==> src/rtl/smallarray_arbiter.sv <==
// Round-robin two-requester arbiter/sequencer for the banked 16x8 memory.
// Optional saturating grant counters are enabled by defining SMALLARRAY_ARB_GNT_CNT_EN.
module smallarray_arbiter #(
    parameter int AW = 4,
    parameter int DW = 8,
    parameter int CW = 16
) (
    input  logic          clk,
    input  logic          rst,
    input  logic          req0_valid,
    input  logic          req0_we,
    input  logic [AW-1:0] req0_addr,
    input  logic [DW-1:0] req0_wdata,
    output logic          req0_ready,
    output logic          rsp0_valid,
    output logic [DW-1:0] rsp0_rdata,
    input  logic          req1_valid,
    input  logic          req1_we,
    input  logic [AW-1:0] req1_addr,
    input  logic [DW-1:0] req1_wdata,
    output logic          req1_ready,
    output logic          rsp1_valid,
    output logic [DW-1:0] rsp1_rdata,
`ifdef SMALLARRAY_ARB_GNT_CNT_EN
    output logic [CW-1:0] gnt_cnt0,
    output logic [CW-1:0] gnt_cnt1,
`endif
    output logic [AW-1:0] mem_addr,
    output logic [DW-1:0] mem_data,
    output logic          mem_wen,
    output logic          mem_ren,
    input  logic [DW-1:0] mem_odata
);

    if (AW < 1 || DW < 1 || CW < 1) begin : g_bad_param
        $error("smallarray_arbiter: AW, DW and CW must all be at least 1");
    end

    logic          r_rr_last;
    logic          r_rd_pend;
    logic          r_rd_tag;

    logic          w_gnt0;
    logic          w_gnt1;
    logic          w_gnt_any;
    logic          w_gnt_we;
    logic [AW-1:0] w_gnt_addr;
    logic [DW-1:0] w_gnt_wdata;

    // Grant decision; held at zero while reset is asserted.
    always_comb begin
        w_gnt0 = 1'b0;
        w_gnt1 = 1'b0;
        if (rst) begin
            w_gnt0 = 1'b0;
            w_gnt1 = 1'b0;
        end else begin
            case ({req1_valid, req0_valid})
                2'b01: w_gnt0 = 1'b1;
                2'b10: w_gnt1 = 1'b1;
                2'b11: begin
                    // Contention: the requester not served last time wins.
                    if (r_rr_last) begin
                        w_gnt0 = 1'b1;
                    end else begin
                        w_gnt1 = 1'b1;
                    end
                end
                default: begin
                    w_gnt0 = 1'b0;
                    w_gnt1 = 1'b0;
                end
            endcase
        end
    end

    assign w_gnt_any  = w_gnt0 | w_gnt1;
    assign req0_ready = w_gnt0;
    assign req1_ready = w_gnt1;

    // Select the granted command fields.
    always_comb begin
        w_gnt_we    = 1'b0;
        w_gnt_addr  = {AW{1'b0}};
        w_gnt_wdata = {DW{1'b0}};
        if (w_gnt0) begin
            w_gnt_we    = req0_we;
            w_gnt_addr  = req0_addr;
            w_gnt_wdata = req0_wdata;
        end else if (w_gnt1) begin
            w_gnt_we    = req1_we;
            w_gnt_addr  = req1_addr;
            w_gnt_wdata = req1_wdata;
        end else begin
            w_gnt_we    = 1'b0;
            w_gnt_addr  = {AW{1'b0}};
            w_gnt_wdata = {DW{1'b0}};
        end
    end

    // Drive the single memory port; idle cycles present an all-zero command.
    always_comb begin
        mem_addr = {AW{1'b0}};
        mem_data = {DW{1'b0}};
        mem_wen  = 1'b0;
        mem_ren  = 1'b0;
        if (w_gnt_any) begin
            mem_addr = w_gnt_addr;
            mem_data = w_gnt_wdata;
            mem_wen  = w_gnt_we;
            mem_ren  = ~w_gnt_we;
        end else begin
            mem_addr = {AW{1'b0}};
            mem_data = {DW{1'b0}};
            mem_wen  = 1'b0;
            mem_ren  = 1'b0;
        end
    end

    // Round-robin pointer and read-response tracking.
    always_ff @(posedge clk or posedge rst) begin
        if (rst) begin
            r_rr_last <= 1'b1;
            r_rd_pend <= 1'b0;
            r_rd_tag  <= 1'b0;
        end else begin
            if (w_gnt_any) begin
                r_rr_last <= w_gnt1;
            end else begin
                r_rr_last <= r_rr_last;
            end
            r_rd_pend <= w_gnt_any & ~w_gnt_we;
            if (w_gnt_any && !w_gnt_we) begin
                r_rd_tag <= w_gnt1;
            end else begin
                r_rd_tag <= r_rd_tag;
            end
        end
    end

    // Steer the memory read data to the requester that issued the read.
    always_comb begin
        rsp0_valid = 1'b0;
        rsp1_valid = 1'b0;
        rsp0_rdata = {DW{1'b0}};
        rsp1_rdata = {DW{1'b0}};
        if (r_rd_pend) begin
            if (r_rd_tag) begin
                rsp1_valid = 1'b1;
                rsp1_rdata = mem_odata;
            end else begin
                rsp0_valid = 1'b1;
                rsp0_rdata = mem_odata;
            end
        end else begin
            rsp0_valid = 1'b0;
            rsp1_valid = 1'b0;
        end
    end

`ifdef SMALLARRAY_ARB_GNT_CNT_EN
    logic [CW-1:0] r_gnt_cnt0;
    logic [CW-1:0] r_gnt_cnt1;

    function automatic logic [CW-1:0] sat_inc(input logic [CW-1:0] v);
        if (&v) begin
            sat_inc = v;
        end else begin
            sat_inc = v + {{(CW-1){1'b0}}, 1'b1};
        end
    endfunction

    // Saturating per-requester transfer counters (a grant is always a transfer).
    always_ff @(posedge clk or posedge rst) begin
        if (rst) begin
            r_gnt_cnt0 <= {CW{1'b0}};
            r_gnt_cnt1 <= {CW{1'b0}};
        end else begin
            if (w_gnt0) begin
                r_gnt_cnt0 <= sat_inc(r_gnt_cnt0);
            end else begin
                r_gnt_cnt0 <= r_gnt_cnt0;
            end
            if (w_gnt1) begin
                r_gnt_cnt1 <= sat_inc(r_gnt_cnt1);
            end else begin
                r_gnt_cnt1 <= r_gnt_cnt1;
            end
        end
    end

    assign gnt_cnt0 = r_gnt_cnt0;
    assign gnt_cnt1 = r_gnt_cnt1;
`endif

endmodule

==> config.mk <==
export PLATFORM = sky130hd
export DESIGN_NAME = smallarray_arbiter
export DESIGN_NICKNAME = d
export VERILOG_FILES = /design/src/rtl/smallarray_arbiter.sv
export SDC_FILE = /design/constraint.sdc
export NUM_CORES = 1
export LEC_CHECK = 0
export ABC_AREA = 0
export CAP_MARGIN = 20
export CORE_UTILIZATION = 25
export DETAILED_ROUTE_END_ITERATION = 8
export PLACE_DENSITY = 0.91
export SKIP_LAST_GASP = 1
export SYNTH_ARGS = -nofsm -noshare
export SYNTH_HDL_FRONTEND = slang
export SYNTH_SLANG_ARGS = --single-unit
export TNS_END_PERCENT = 10
==> constraint.sdc <==
create_clock -name clk -period 2.7 [get_ports clk]
set_input_delay 0.54 -clock clk [delete_from_list [all_inputs] [get_ports clk]]
set_output_delay 0.54 -clock clk [all_outputs]
set_load 0.01 [all_outputs]
# ---- Yosys cells after proc, flatten, opt, wreduce, memory -nomap -nowiden
# Index checks and enable logic that the tools add are counted.
dict set report classes {
  eq_ne 3
  muxes 24
  bitwise 3
  n_reduce_logical 2
}
# cell count
set ops {}
lappend ops {{8-bit two-way mux} 7}
lappend ops {{1-bit two-way mux} 12}
lappend ops {{4-bit two-way mux} 3}
lappend ops {{2-bit == test (second input constant)} 2}
lappend ops {{1-bit case mux with 2 select lines} 2}
lappend ops {{2-bit by 1-bit == test with 1-bit output (second input constant)} 1}
lappend ops {{1-bit bitwise AND} 1}
lappend ops {{1-bit logical AND} 1}
lappend ops {{1-bit logical NOT} 1}
lappend ops {{1-bit inverter} 1}
lappend ops {{1-bit bitwise OR} 1}
dict set report word_totals {
  ff_bits 3
  in_bits 38
  output_inout_bits 34
  word_cells 35
}

# ---- Longest topological paths before layout
# Gate-level depths: netlist (run 1).
dict set report logic_depth {
  depth_word 7
  ltp_mapped 4
  mapped_depth_nobuf 3
}

# ---- Least setup slack after synthesis (run 1)
# OpenSTA, ideal clock, no wires.
dict set report synth_path {
  kind {input-to-output}
  start {input port rst}
  end {output port mem_addr[0]}
  arrival_ns 1.199
  required_ns 2.160
  path_slack_ns 0.961
  stages 4
  n_path_buf 1
  path_cell_list {nand2b_4 -> a21oi_4 -> buf_6 -> a22o_1}
}
dict set report synth_via {
  elab_chain_len 4
  elab_cells_between_ends 6
  cone_classes {5 x mux; 1 x bitwise}
}
# element line_no
set synth_rtl {}
lappend synth_rtl {{from (decl)} 9} ;# input logic rst,
lappend synth_rtl {{1-bit two-way mux (*)} 54} ;# if (rst) begin
lappend synth_rtl {{net req1_ready} 21} ;# output logic req1_ready,
lappend synth_rtl {{4-bit two-way mux} 90} ;# end else if (w_gnt1) begin
lappend synth_rtl {{4-bit two-way mux} 86} ;# if (w_gnt0) begin
lappend synth_rtl {{4-bit two-way mux (*)} 107} ;# if (w_gnt_any) begin
lappend synth_rtl {{to (decl)} 28} ;# output logic [AW-1:0] mem_addr,
# The timed path passes the listed nets; every way through them passes the cells marked *.

# ---- Final worst setup path (run 1)
dict set report layout_path {
  start {input port rst}
  end {output port mem_data[7]}
}
dict set report layout_via {
  elab_chain_len 4
  elab_cells_between_ends 6
  cone_classes {5 x mux; 1 x bitwise}
}
# element line_no
set layout_rtl {}
lappend layout_rtl {{1-bit two-way mux} 54}
lappend layout_rtl {{8-bit two-way mux} 90}
lappend layout_rtl {{8-bit two-way mux} 86}
lappend layout_rtl {{8-bit two-way mux (*)} 107}
lappend layout_rtl {{to (decl)} 29} ;# output logic [DW-1:0] mem_data,
# Mark *: on every way between the ends. The rest lies on a longest branch, timed or not.

==> reports/results.ini, run 1 <==
[clocking]
cts_max_level=1
cts-root-buf=clkbuf_4
path_clk_slew_ns=0.04
clk_latency_ns=0.24
cts-buffers-inserted=3
cts_sinks=3
cts_tree=yes
clock_path_buffers=2

[timing]
finalHoldViolations=0
setup_viol_count_final=0
rsz0062_at_grt=yes
worst_hold_slack_ns=0.548
finalMaxSlewViolations=0
tns_ns=0
timing.final.ws_setup_ns=0.00294
relSlewSlack_pct=71.2
fin_crit_ns=2.70
min_period_over_period_pct=99.9
max_clock_freq_mhz=371
skew_ns=0.00173
tightest_slew_ns=0.432

[synthesis]
synth_edf_count=0
syn_area_um2=482
ys.flop_type=dfrtp_1
ys_warn_count=0
synth-seq-area-share_pct=15.8
mappedNetlistNets=93
synth_area_leader_cell=a22o_1
syn-mean-instance-area_um2=8.76
async_reset_ff_share_pct=100
ys_types=22
ys_top_cells_by_area=a22o_1, and2_1, and3_1
ys_seq_elements=3
syn_inst=55
synth_common_cells=a22o_1, and2_1, and3_1
synth_top_area_share_pct=16.4

[grt]
grt_pass1_wl_mm=3.00
grt_overflow=0
grt_max_degree=13
antenna_found_initial=0
grt_util_all_layers_pct=20.4
grt_pass1_vias=705

[place]
dpl_cell_area_mm2=0.00123
dp.cells=152
pre_cts_ws_ns=-0.104
gp_congestion=0.764
io_buffer_count=71

[layout]
drive_above_1_share_pct=16.5
antenna_cells=0
final_util_pct=73.0
num-nets-final=172
fin_area_mm2=0.00129
fin_cells=158
area_delta_synth_final_pct=167

[hold_path]
hold_path_class=reg -> reg
hold_depth=2

[critical_path]
crit_chain=clkdlybuf4s50_1, nand2b_4, a21oi_4, buf_4, a22o_2, clkdlybuf4s50_1
worst_path_max_delay_cell=clkdlybuf4s50_1
crit_path_frequent_cell=clkdlybuf4s50_1
critPathBufInv=3
critPathTopFamily=buffers and inverters
rr_worst_depth=4
setup.worst_path.class=in -> out
cp-end-kind=output pin
critical_path.max_stage_delay_ns=0.53
cp.arrival_ns=2.16
crit_fanout=6
cp.required_ns=2.16
setup.worst_path.start_class=input pin
cp.depth=6

[drt]
detail_route.vias_per_cell=4.81
drtPass1Iterations=2
wl_per_cell_um=13.5
vias=760
postRouteAntennaNets=0
drc_errors=0
drtIter0Drc=6
wl_mm=2.14

[pwr]
ir_drop_mv=0.291
power_mw=0.366
powerDensity_mw_per_mm2=284
leakagePower_nw=0.584

[die]
dieArea_mm2=0.00211
start_util_pct=27.3
die_y_um=45.9
placementRows=15
ios=72
die_x_um=45.9
coreArea_mm2=0.00176

[outcome]
outcome=finished, final reports clean

[run]
cap_violations=0

[registers in the layout, summed over array words and instances (netlist names)]
signal     cells
r_rd_pend      1
r_rr_last      1
r_rd_tag       1
[layout make-up]
cell class / count / area (um2)
Timing Repair Buffer: 78 / 773
Fill cell: 134 / 477
Multi-Input combinational cell: 44 / 365
Sequential cell: 3 / 76.3
Tap cell: 25 / 31.3
Clock buffer: 4 / 26.3
Inverter: 4 / 15.0
[routing by layer]
layer,global-route usage [%],wire length [um],up-vias
met1,19.0,757,341
met3,7.54,233,6
li1,-,-,359
met5,0,0,-
met2,38.0,1100,54
met4,10.6,46,0
[worst reg2reg max path: cells and delay by family, from the launching register on]
family | cells | cell delay [ns]
compound gates | 2 | 0.37
flops | 1 | 0.59
simple gates | 1 | 0.07
buf+inv | 1 | 0.13
[cell usage in the layout, fill, tap and decap left out]
master	count
a211oi_2	1
a21o_1	1
a21oi_4	1
a22o_1	9
a22o_2	3
a2bb2oi_2	1
and2_1	9
and3_1	8
buf_4	6
buf_6	1
clkbuf_1	1
clkbuf_4	3
clkdlybuf4s50_1	67
dfrtp_1	2
dfstp_2	1
dlygate4sd2_1	1
dlymetal6s2s_1	3
inv_1	4
nand2_1	1
nand2b_4	2
nor2_4	1
nor2b_1	1
nor2b_4	1
nor3_2	1
o21ai_0	2
o31a_1	1
o31ai_1	1
[final timing paths]
kind	from	slack, ns	end
max reg2reg	r_rr_last$_DFFE_PP1P_	1.42	r_rd_tag$_DFFE_PP0P_
min reg2reg	r_rr_last$_DFFE_PP1P_	0.55	r_rr_last$_DFFE_PP1P_
min in group asynchronous	rst	0.63	r_rd_tag$_DFFE_PP0P_
max in group asynchronous	rst	1.88	r_rr_last$_DFFE_PP1P_
max	rst	0.003	mem_data[7]
min	r_rr_last$_DFFE_PP1P_	0.55	r_rr_last$_DFFE_PP1P_
[where the power goes]
part / internal, mW / leakage (nW) / switching (mW)
clock: 0.0557 / 0.0150 / 0.0280
sequential: 0.0536 / 0.0363 / 0.0131
combinational: 0.140 / 0.533 / 0.0749
total: 0.249 / 0.584 / 0.116
[repair_timing]
item | 4_1_cts | 5_1_grt
endpoints found under the setup margin | 14 | 13
pin swaps | 1 | 0
hold buffers | 0 | 0
buffers inserted | 2 | 0
gates resized for setup | 1 | 5
[logic make-up after synthesis]
| logic type | count (synthesis) | share of synthesized area [%] |
|---|---|---|
| and+or+nand+nor | 24 | 36.1 |
| AOI/OAI and AO/OA | 20 | 38.7 |
| buffers and inverters | 8 | 9.35 |
| DFF | 3 | 15.8 |
(Power assumes the default switching activity.)
==> inputs of run 2 (changes only) <==
--- a/config.mk
+++ b/config.mk
@@ -10,6 +10,7 @@
 export CORE_UTILIZATION = 25
 export DETAILED_ROUTE_END_ITERATION = 8
 export PLACE_DENSITY = 0.91
+export SETUP_SLACK_MARGIN = 0.4
 export SKIP_LAST_GASP = 1
 export SYNTH_ARGS = -nofsm -noshare
 export SYNTH_HDL_FRONTEND = slang
==> reports/results.ini, run 2 (synthesis results as in run 1) <==
[place]
gp_congestion=0.764  ; unchanged
io_buffer_count=71  ; unchanged
dpl_cell_area_mm2=0.00123  ; unchanged
dp.cells=152  ; unchanged

[layout]
top_regs=r_rd_pend (1), r_rd_tag (1), r_rr_last (1)
mostFrequentLayoutCell=clkdlybuf4s50_1
final_cell_mix=clkdlybuf4s50_1, dlygate4sd2_1, a22o_1, and2_1
antenna_cells=0  ; unchanged
area_delta_synth_final_pct=167  ; unchanged
final_util_pct=73.0  ; unchanged
fin_area_mm2=0.00129  ; unchanged
fin_cells=161  ; +1.9%
num-nets-final=175  ; +1.7%
drive_above_1_share_pct=19.9  ; +3.3 points

[critical_path]
setup.worst_path.class=in -> out
setup.worst_path.start_class=input pin
cp.required_ns=2.16  ; about the same
crit_fanout=7  ; +1
cp-end-kind=output pin
cp.arrival_ns=1.79  ; -0.37 ns

[die]
die_x_um=45.9  ; unchanged
start_util_pct=27.3  ; unchanged
coreArea_mm2=0.00176  ; unchanged
placementRows=15  ; unchanged
ios=72  ; unchanged
dieArea_mm2=0.00211  ; unchanged
die_y_um=45.9  ; unchanged

[clocking]
cts-buffers-inserted=3  ; unchanged
cts-root-buf=clkbuf_4
cts_tree=yes
cts_sinks=3  ; unchanged
clk_latency_ns=0.24  ; about the same
cts_max_level=1  ; unchanged
clock_path_buffers=2  ; unchanged
path_clk_slew_ns=0.04  ; about the same

[timing]
min_period_over_period_pct=86.3  ; -14 points
max_clock_freq_mhz=429  ; +16%
tightest_slew_ns=0.297  ; -0.135 ns
tns_ns=0  ; unchanged
relSlewSlack_pct=80.2  ; +9.0 points
setup_viol_count_final=0  ; unchanged
fin_crit_ns=2.33  ; -0.368 ns
finalMaxSlewViolations=0  ; unchanged
finalHoldViolations=0  ; unchanged
skew_ns=0.00268  ; +0.000952 ns
rsz0062_at_grt=yes

[drt]
wl_mm=2.17  ; +1.5%
drtPass1Iterations=4  ; +2
highest_layer=met4
wl_met1_um=741  ; -2.1%
wl_per_cell_um=13.5  ; -0.35%
drtIter0Drc=1  ; -5
postRouteAntennaNets=0  ; unchanged
drc_errors=0  ; unchanged
wl_met2_mm=1.17  ; +6.6%
detail_route.vias_per_cell=4.75  ; -1.2%
vias=765  ; +0.66%
met3_wirelength_um=206  ; -12%

[grt]
antenna_found_initial=0  ; unchanged
grt_overflow=0  ; unchanged
grt_pass1_vias=721  ; +2.3%
grt_pass1_wl_mm=3.17  ; +5.5%
grt_max_degree=13  ; unchanged
grt_util_all_layers_pct=21.7  ; +1.3 points

[pwr]
powerDensity_mw_per_mm2=279  ; -1.6%
leakagePower_nw=0.631  ; +8.1%
power_mw=0.360  ; -1.6%
ir_drop_mv=0.295  ; +1.4%

[run]
cap_violations=0  ; unchanged

[outcome]
outcome=finished, final reports clean

[hold_path]
hold_path_class=in -> async

## run 2: area by class of cell
class / instances / area [um2]
clock buffers: 4 / 26.3
fillers: 138 / 477
inverters: 4 / 15.0
multi-input cells: 44 / 368
flip-flops and latches: 3 / 76.3
well taps: 25 / 31.3
repair buffers: 81 / 771
## run 2: path summary, 6_finish.rpt
path	startpoint	endpoint	slack, ns	cells after the start
worst max-delay path	rst	req1_ready	0.37	5
min in group clk	r_rr_last$_DFFE_PP1P_	r_rr_last$_DFFE_PP1P_	0.56	2
worst min-delay path	rst	r_rd_tag$_DFFE_PP0P_	0.42	3
max in group asynchronous	rst	r_rr_last$_DFFE_PP1P_	2.09	3
worst max register to register	r_rr_last$_DFFE_PP1P_	r_rd_tag$_DFFE_PP0P_	1.42	4
worst min register to register	r_rr_last$_DFFE_PP1P_	r_rr_last$_DFFE_PP1P_	0.56	2
## run 2: metrics by stage
stage	hold slack [ns]	setup WS, ns
finish	0.422	0.371
floorplan	0.299	0.961
CTS	0.418	0.368
global route	0.429	0.322
detailed placement	0.544	-0.104
global placement	0.523	-0.0604
## run 2: routing by layer
| metal | up-vias | track usage, % |
|---|---|---|
| met2 | 52 | 41.4 |
| met5 | - | 0 |
| met1 | 344 | 20.7 |
| met4 | 0 | 10.0 |
| met3 | 4 | 6.75 |
| li1 | 365 | - |
## run 2: critical path, stage by stage
cell             delay, ns
dlygate4sd2_1         0.26
nand2b_4              0.15
a21oi_4               0.16
buf_6                 0.15
clkdlybuf4s50_1       0.53
## run 2: where the power goes
part	switching, mW	internal, mW
Clock	0.0292	0.0558
Combinational	0.0752	0.132
Sequential	0.0134	0.0536
## run 2: repair_timing
item	CTS	global route
buffers inserted	5	0
hold buffers	0	0
setup endpoints to repair	24	24
gates resized for setup	21	3
pin swaps	1	0
